==> src/rtl/bitslip_aligner_pkg.sv <==
// Shared types and helpers for the bitslip word aligner.
// Defines align_state_t, the widest supported word and the idle-word builder.
package bitslip_aligner_pkg;

  localparam int MAX_DW = 14;

  typedef enum logic [2:0] {
    ST_IDLE,
    ST_CHECK,
    ST_SLIP,
    ST_SETTLE,
    ST_LOCKED,
    ST_FAIL
  } align_state_t;

  // All-ones word of width w, the level an idle line deserialises to.
  function automatic logic [MAX_DW-1:0] idle_word(input int w);
    logic [MAX_DW-1:0] r;
    r = '0;
    for (int i = 0; i < MAX_DW; i++) begin
      r[i] = (i < w);
    end
    return r;
  endfunction

endpackage

==> src/rtl/bitslip_align_ch.sv <==
// One channel of the aligner: FSM, match/slip/settle counters, outputs.
// Ports: clk, rst, retrain, en, train, word in; bitslip, aligned, fail out;
// slip_cnt out only when BITSLIP_ALIGNER_SLIP_CNT_EN is defined.
module bitslip_align_ch
  import bitslip_aligner_pkg::*;
#(
  parameter int DATA_WIDTH = 8,
  parameter logic [DATA_WIDTH-1:0] TRAIN_PATTERN = DATA_WIDTH'(10),
  parameter int MATCH_COUNT = 4,
  parameter int SETTLE_CYCLES = 2,
  parameter int MAX_SLIPS = 2 * DATA_WIDTH
) (
  input  logic                  clk,
  input  logic                  rst,
  input  logic                  retrain,
  input  logic                  en,
  input  logic                  train,
  input  logic [DATA_WIDTH-1:0] word,
  output logic                  bitslip,
  output logic                  aligned,
  output logic                  fail
`ifdef BITSLIP_ALIGNER_SLIP_CNT_EN
  ,
  output logic [$clog2(MAX_SLIPS+1)-1:0] slip_cnt
`endif
);

  localparam int SCW = $clog2(MAX_SLIPS + 1);
  localparam int MCW = $clog2(MATCH_COUNT + 1);
  localparam int STW = $clog2(SETTLE_CYCLES + 1);

  localparam logic [SCW-1:0] SLIP_MAX    = SCW'(MAX_SLIPS);
  localparam logic [MCW-1:0] MATCH_MAX   = MCW'(MATCH_COUNT);
  localparam logic [MCW-1:0] MATCH_LAST  = MCW'(MATCH_COUNT - 1);
  localparam logic [STW-1:0] SETTLE_LAST = STW'(SETTLE_CYCLES - 1);

  localparam logic [MAX_DW-1:0] IDLE_FULL = idle_word(DATA_WIDTH);
  localparam logic [DATA_WIDTH-1:0] IDLE_WORD = IDLE_FULL[DATA_WIDTH-1:0];

  align_state_t state;
  align_state_t state_nx;

  logic [MCW-1:0] match_cnt;
  logic [SCW-1:0] slip_cnt_q;
  logic [STW-1:0] settle_cnt;

  logic is_match;
  logic is_idle;

  assign is_match = (word == TRAIN_PATTERN);
  assign is_idle  = (word == IDLE_WORD);

  always_ff @(posedge clk) begin
    if (rst || retrain) begin
      state <= ST_IDLE;
    end else begin
      state <= state_nx;
    end
  end

  always_comb begin
    state_nx = state;
    unique case (state)
      ST_IDLE: begin
        if (train) state_nx = ST_CHECK;
      end
      ST_CHECK: begin
        if (en) begin
          if (!train) begin
            state_nx = ST_IDLE;
          end else if (is_match) begin
            if (match_cnt == MATCH_LAST) state_nx = ST_LOCKED;
          end else if (!is_idle) begin
            state_nx = (slip_cnt_q == SLIP_MAX) ? ST_FAIL : ST_SLIP;
          end
        end
      end
      ST_SLIP: state_nx = ST_SETTLE;
      ST_SETTLE: begin
        if (settle_cnt == SETTLE_LAST) state_nx = ST_CHECK;
      end
      ST_LOCKED: state_nx = ST_LOCKED;
      ST_FAIL: state_nx = ST_FAIL;
      default: state_nx = ST_IDLE;
    endcase
  end

  // Counters saturate; the idle word holds the match run without breaking it.
  always_ff @(posedge clk) begin
    if (rst || retrain) begin
      match_cnt  <= '0;
      slip_cnt_q <= '0;
      settle_cnt <= '0;
    end else begin
      unique case (state)
        ST_IDLE: begin
          match_cnt  <= '0;
          slip_cnt_q <= '0;
          settle_cnt <= '0;
        end
        ST_CHECK: begin
          if (en && train) begin
            if (is_match) begin
              if (match_cnt != MATCH_MAX) match_cnt <= match_cnt + 1'b1;
            end else if (!is_idle) begin
              match_cnt <= '0;
            end
          end
        end
        ST_SLIP: begin
          if (slip_cnt_q != SLIP_MAX) slip_cnt_q <= slip_cnt_q + 1'b1;
          settle_cnt <= '0;
        end
        ST_SETTLE: begin
          if (settle_cnt != SETTLE_LAST) settle_cnt <= settle_cnt + 1'b1;
        end
        default: ;
      endcase
    end
  end

  always_comb begin
    bitslip = 1'b0;
    aligned = 1'b0;
    fail    = 1'b0;
    unique case (state)
      ST_SLIP:   bitslip = 1'b1;
      ST_LOCKED: aligned = 1'b1;
      ST_FAIL:   fail    = 1'b1;
      default: ;
    endcase
  end

`ifdef BITSLIP_ALIGNER_SLIP_CNT_EN
  assign slip_cnt = slip_cnt_q;
`endif

endmodule

==> src/rtl/bitslip_aligner.sv <==
// Multi-channel deserialiser word aligner: per-channel bitslip until lock.
// Ports: clk, rst, en, train, retrain, data_in in; bitslip, aligned, fail,
// all_aligned out; slip_count out with BITSLIP_ALIGNER_SLIP_CNT_EN defined.
module bitslip_aligner
  import bitslip_aligner_pkg::*;
#(
  parameter int NUM_CH = 4,
  parameter int DATA_WIDTH = 8,
  parameter logic [DATA_WIDTH-1:0] TRAIN_PATTERN = DATA_WIDTH'(10),
  parameter int MATCH_COUNT = 4,
  parameter int SETTLE_CYCLES = 2,
  parameter int MAX_SLIPS = 2 * DATA_WIDTH
) (
  input  logic                         clk,
  input  logic                         rst,
  input  logic                         en,
  input  logic                         train,
  input  logic                         retrain,
  input  logic [NUM_CH*DATA_WIDTH-1:0] data_in,
  output logic [NUM_CH-1:0]            bitslip,
  output logic [NUM_CH-1:0]            aligned,
  output logic [NUM_CH-1:0]            fail,
  output logic                         all_aligned
`ifdef BITSLIP_ALIGNER_SLIP_CNT_EN
  ,
  output logic [NUM_CH*$clog2(MAX_SLIPS+1)-1:0] slip_count
`endif
);

  localparam int SCW = $clog2(MAX_SLIPS + 1);

  for (genvar i = 0; i < NUM_CH; i++) begin : g_ch
    bitslip_align_ch #(
      .DATA_WIDTH    (DATA_WIDTH),
      .TRAIN_PATTERN (TRAIN_PATTERN),
      .MATCH_COUNT   (MATCH_COUNT),
      .SETTLE_CYCLES (SETTLE_CYCLES),
      .MAX_SLIPS     (MAX_SLIPS)
    ) u_ch (
      .clk     (clk),
      .rst     (rst),
      .retrain (retrain),
      .en      (en),
      .train   (train),
      .word    (data_in[i*DATA_WIDTH +: DATA_WIDTH]),
      .bitslip (bitslip[i]),
      .aligned (aligned[i]),
      .fail    (fail[i])
`ifdef BITSLIP_ALIGNER_SLIP_CNT_EN
      ,
      .slip_cnt (slip_count[i*SCW +: SCW])
`endif
    );
  end

  // Cleared by retrain too, so it never lags one cycle behind a drop.
  always_ff @(posedge clk) begin
    if (rst || retrain) begin
      all_aligned <= 1'b0;
    end else begin
      all_aligned <= &aligned;
    end
  end

endmodule

==> config.mk <==
export PLATFORM = sky130hd
export DESIGN_NAME = bitslip_aligner
export DESIGN_NICKNAME = d
export VERILOG_FILES = /design/src/rtl/bitslip_aligner_pkg.sv /design/src/rtl/bitslip_align_ch.sv /design/src/rtl/bitslip_aligner.sv
export SDC_FILE = /design/constraint.sdc
export NUM_CORES = 1
export LEC_CHECK = 0
export BUFFER_PORTS_ARGS = -buffer_cell sky130_fd_sc_hd__buf_2
export CAP_MARGIN = 40
export CORE_MARGIN = 2
export CORE_UTILIZATION = 55
export CTS_CLUSTER_SIZE = 14
export DETAILED_ROUTE_END_ITERATION = 10
export GPL_ROUTABILITY_DRIVEN = 0
export GPL_TIMING_DRIVEN = 0
export PLACE_DENSITY = 0.76
export SYNTH_ARGS = -nofsm -noshare
export SYNTH_HDL_FRONTEND = slang
export SYNTH_SLANG_ARGS = --single-unit
==> constraint.sdc <==
create_clock -name clk -period 3.12 [get_ports clk]
set_clock_uncertainty 0.2 [all_clocks]
set_input_delay 0.468 -clock clk [delete_from_list [all_inputs] [get_ports clk]]
set_output_delay 0.468 -clock clk [all_outputs]
set_load 0.1 [all_outputs]
Yosys cells after proc, flatten, opt, wreduce, memory -nomap -nowiden. Index checks and enable logic that the tools add are counted.

Flip-flop bits (word level): 53. Bits of input ports: 37. Output and inout port bits: 13.

Add/subtract/negate cells: 12. Equality and inequality tests: 92. Muxes and demuxes: 81. Reduce and logical (&&, ||, !) cells: 39.

Operators by type and width (count): 2-to-1 mux 3 bit (45); one-hot mux 3 bit (6 select lines) (4); one-hot mux 5 bit (2 select lines) (4); equality test 3 x 2 -> 1 bit, second input constant (12); != test 2 x 1 -> 1 bit, second input constant (17); equality test 8 x 4 -> 1 bit, second input constant (4); equality test 8 bit, second input constant (4); equality test 3 bit, second input constant (8); != test 3 bit, second input constant (8); one-hot mux 3 bit (2 select lines) (4); nonzero test 2 bit (12); != test 2 bit, second input constant (11); adder 5 x 1 -> 5 bit, second input constant (4); equality test 5 bit, second input constant (4); 2-to-1 mux 5 bit (4); != test 5 bit, second input constant (4); AND reduction 4 bit (5); AND reduction 5 bit (4); != test 4 x 3 -> 1 bit, second input constant (4); != test 4 bit, second input constant (4); one-hot mux 2 bit (2 select lines) (4); AND reduction 2 bit (8); adder 3 x 1 -> 3 bit, second input constant (4); equality test 3 x 1 -> 1 bit, second input constant (4); 9 further kinds (38).

Logic depth before layout (Yosys ltp).
Depth in word-level cells: 7. Depth in mapped cells: 7.

Modules after synthesis. A second synthesis with hierarchy kept.

Cell total of the unflattened synthesis: 456. Area, all modules: 3906.2 µm².

By module, submodules not included: bitslip_align_ch at g_ch[0].u_ch ... (times used 3, cells an instance 113, area an instance 983.4 µm²); bitslip_align_ch at g_ch[3].u_ch (times used 1, cells an instance 114, area an instance 919.6 µm²); bitslip_aligner (times used 1, cells an instance 3, area an instance 36.3 µm²).

Worst setup path before layout. No wires, ideal clock.

Path kind: input-to-reg. Start point: input port data_in[2]. End point: register g_ch[0].u_ch.state[1]. Setup time: 0.117 ns. Arrival: 1.790 ns. Slack: 1.012 ns. Stages on the path: 5. Path buffers: 0. Cells stage by stage: or4_4 -> nor4_4 -> a21oi_1 -> o22a_1 -> a32o_1.

Longest elaborated chain between the ends: 5. Elaborated cells between the ends (all ways): 9.

RTL lines: start: declaration (line bitslip_aligner.sv:19) `input logic [NUM_CH*DATA_WIDTH-1:0] data_in,`; equality test 8 x 4 -> 1 bit (line bitslip_align_ch.sv:50) `assign is_match = (word == TRAIN_PATTERN);`; 2-to-1 mux 3 bit (line bitslip_align_ch.sv:71) `end else if (is_match) begin`; 2-to-1 mux 3 bit (line bitslip_align_ch.sv:69) `if (!train) begin`; 2-to-1 mux 3 bit (line bitslip_align_ch.sv:68) `if (en) begin`; one-hot mux 3 bit (6 select lines) (line bitslip_align_ch.sv:63) `unique case (state)`; end signal: assignment (line bitslip_align_ch.sv:57) `state <= state_nx;`; end: declaration (line bitslip_align_ch.sv:40) `align_state_t state;`.

Several ways; a longest one is shown, not always the timed one. The select of a mux whose other input is x is not followed. A chain may end at the register's enable or synchronous reset.

Worst setup path after layout.
Start point: register g_ch[2].u_ch.state[2]. End point: output port aligned[2].

Longest elaborated chain between the ends: 2.

RTL lines: start: declaration (line bitslip_align_ch.sv:40); start signal: assignment (line bitslip_align_ch.sv:57); equality test 3 bit (line bitslip_align_ch.sv:126) `unique case (state)`; 2-to-1 mux 1 bit (line bitslip_align_ch.sv:126); end: declaration (line bitslip_aligner.sv:21) `output logic [NUM_CH-1:0] aligned,`.

Every way passes these cells.

==> flow_summary.yaml <==
drt:
  num_vias: 3270
  drt_wl_total_um: 7853
  wl_per_cell_um: 13.83
  drtPass1Iterations: 4
  drc: 0
  drtIter0Drc: 217
  routed_via_density: 5.757
  drtAntennaViolNets: 0
critical_path:
  crit_type: "flip-flop to output pin"
  rr_worst_depth: 7
  cp-start-kind: "flip-flop"
  cp.arrival_ps: 1990
  r2r_end: "g_ch[2].u_ch.slip_cnt_q[0]"
  worst-r2r-setup-slack_ps: 910
  cp-end-kind: "output pin"
  timing.rr.start: "g_ch[2].u_ch.slip_cnt_q[0]"
  crit_fanout: 10
  cp.required_ps: 2450
finish:
  insertedDiodeCount: 0
  synthToLayoutAreaGrowth_pct: 12.32
  n_fill_cell: 535
  final_nets: 553
  final_cell_count_no_fill: 568
  mostFrequentLayoutCells: "53 x dfxtp_1, 51 x buf_2, 43 x nor2_1, 43 x nand2_1"
  layout_commonest_cell: "dfxtp_1"
  drive_above_1_share_pct: 17.24
synth:
  synth_cell_types: 56
  synth_cells: 435
  synth_enable_flop_cells: 0
  yosysWarnings: 0
  syn_avg_cell_area_um2: 7.893
  syn-num-nets: 496
  async_flop_share_pct: 0
  syn_area_um2: 3433
  ys_ff_latch: 53
  ys_seq_area_share_pct: 30.90
  synth-main-ff-cell: "dfxtp_1"
power:
  power.leakage_nw: 1.540
  peakVddDrop_mv: 0.1986
  p_per_area_nw_per_um2: 314.8
sta:
  maxSlewViolCount: 0
  hold_viol_final: 0
  final.setup.tns_ps: 0
  min_period_ps: 2661
  report.final.setup_viol: 0
  tightest_slew_ps: 791.8
  hold_ws_ps: 282.3
  max_slew_margin_pct: 46.50
  rsz0062_at_grt: "false"
  fmax_mhz: 375.8
  layout_worst_path_cycle_share_pct: 85.28
floorplan:
  die_w_um: 83.01
  dieArea_um2: 6891
  num_rows: 28
  start_util_pct: 57.31
  pin_count: 50
  die_h_um: 83.01
  coreArea_um2: 5991
clock_network:
  cts.sink_count: 53
  h-tree-depth: 2
  cts_tree: "done"
  cts_setup_buffers: 0
  cts_root_buffer: "clkbuf_8"
  clkLatencyLatePin_ps: 320
  cts_buffers: 5
  path_clk_slew_ps: 100
  cts_hold_buffers: 0
  clockBufferDepth: 2
  cts_resized: 0
min_path:
  hold_depth: 2
  hold_path.class: "flip-flop to flip-flop"
  hp-start: "g_ch[3].u_ch.match_cnt[1]"
  hold-path-endpoint: "g_ch[3].u_ch.match_cnt[1]"
placed_design:
  dp.cells: 560
  dp_hpwl_um: 5861
  io_buffers: 49
global_routing:
  grt_max_degree: 15
  grt_overflow: 0
  grt_pass1_wl_um: 13290
  grt_pass1_vias: 2973
  antenna_found_initial: 0
  groute.usage.overall_pct: 22.84
flow_run:
  drv_cap: 0
status:
  run_status: "finished clean"
cell families after synthesis:
group	count (synthesis)	synth area share, %
fa+ha+maj	24	8.746
mux	13	3.863
buf+inv	63	8.309
simple gates	190	30.21
flops	53	30.90
xor+xnor	6	1.531
compound gates	86	16.44
worst max path at each step:
stage                                           end  slack [ps]  cells past startpoint                  start
after floorplan               g_ch[0].u_ch.state[1]        1010                      5             data_in[2]
after global placement        g_ch[0].u_ch.state[1]         780                      6             data_in[2]
after detailed placement  g_ch[3].u_ch.match_cnt[0]         760                      6            data_in[26]
after CTS                                aligned[2]         490                      5  g_ch[2].u_ch.state[2]
after global routing                     aligned[1]         360                      6  g_ch[1].u_ch.state[1]
final                                    aligned[2]         460                      5  g_ch[2].u_ch.state[2]
cell usage after synthesis, drive strengths merged, types with 4 or more instances:
cell     n  area share (%)
a22oi    5             1.1
nor4     7             2.6
nand2   43             4.7
a21oi   31             4.5
nand4b   5             1.3
or4      5             1.4
nand4   20             3.6
ha      24             8.7
or2      5            0.91
buf     14             2.9
o21ai   13             1.9
nand3    6            0.87
xor2     6             1.5
inv     31             3.4
dfxtp   53              31
nor2    43             4.7
and3     7             1.3
o22ai    5             1.1
nor3    22             3.2
nand3b   4            0.87
mux2i   11             3.2
nor3b    6             1.3
nand2b   7             1.3
clkbuf  18             2.0
per-stage QoR:
step	setup WS (ps)	utilization [%]	power, W	area, um^2
floorplan	1012	-	0.0007803	3433
global placement	783.6	62.97	0.0008321	3772
detailed placement	756.9	63.03	0.0008353	3776
CTS	488.0	64.37	0.001217	3856
global route	356.0	64.37	0.001262	3856
finish	459.3	64.37	0.001214	3856
power breakdown:
| part | total, W | internal (W) | switching, W |
|---|---|---|---|
| logic | 0.000139 | 0.0000518 | 0.0000877 |
| registers | 0.000682 | 0.000679 | 0.00000253 |
| clock network | 0.000393 | 0.000160 | 0.000232 |
| total | 0.00121 | 0.000892 | 0.000322 |
per-layer routing:
metal  vias up  share of wire [%]  GRT usage, %
met2        96                 46         38.20
met5         -                  0             0
li1       1663                  -             -
met3         9                5.0         3.777
met1      1502                 47         30.19
met4         0                1.4         7.004
critical path: stages (launching register included):
cell	delay, ps
dfxtp_1	330
clkbuf_1	310
nor2b_1	250
nor2b_1	240
buf_4	140
buf_2	410
layout make-up:
type / instances / area (um^2) / share of cell area [%]
multi-input cells: 319 / 2087 / 54.12
flip-flops and latches: 53 / 1061 / 27.51
repair buffers: 50 / 249.0 / 6.457
plain buffers: 32 / 168.9 / 4.380
inverters: 31 / 116.4 / 3.018
well taps: 75 / 93.84 / 2.433
clock buffers: 8 / 80.08 / 2.077
state kept, by name, summed over array words and instances, names as in the netlist:
name and cells:
g_ch.u_ch.slip_cnt_q 20, g_ch.u_ch.match_cnt 12, all_aligned 1, g_ch.u_ch.settle_cnt 8
g_ch.u_ch.state 12
Power figures use the tool's default switching activity.
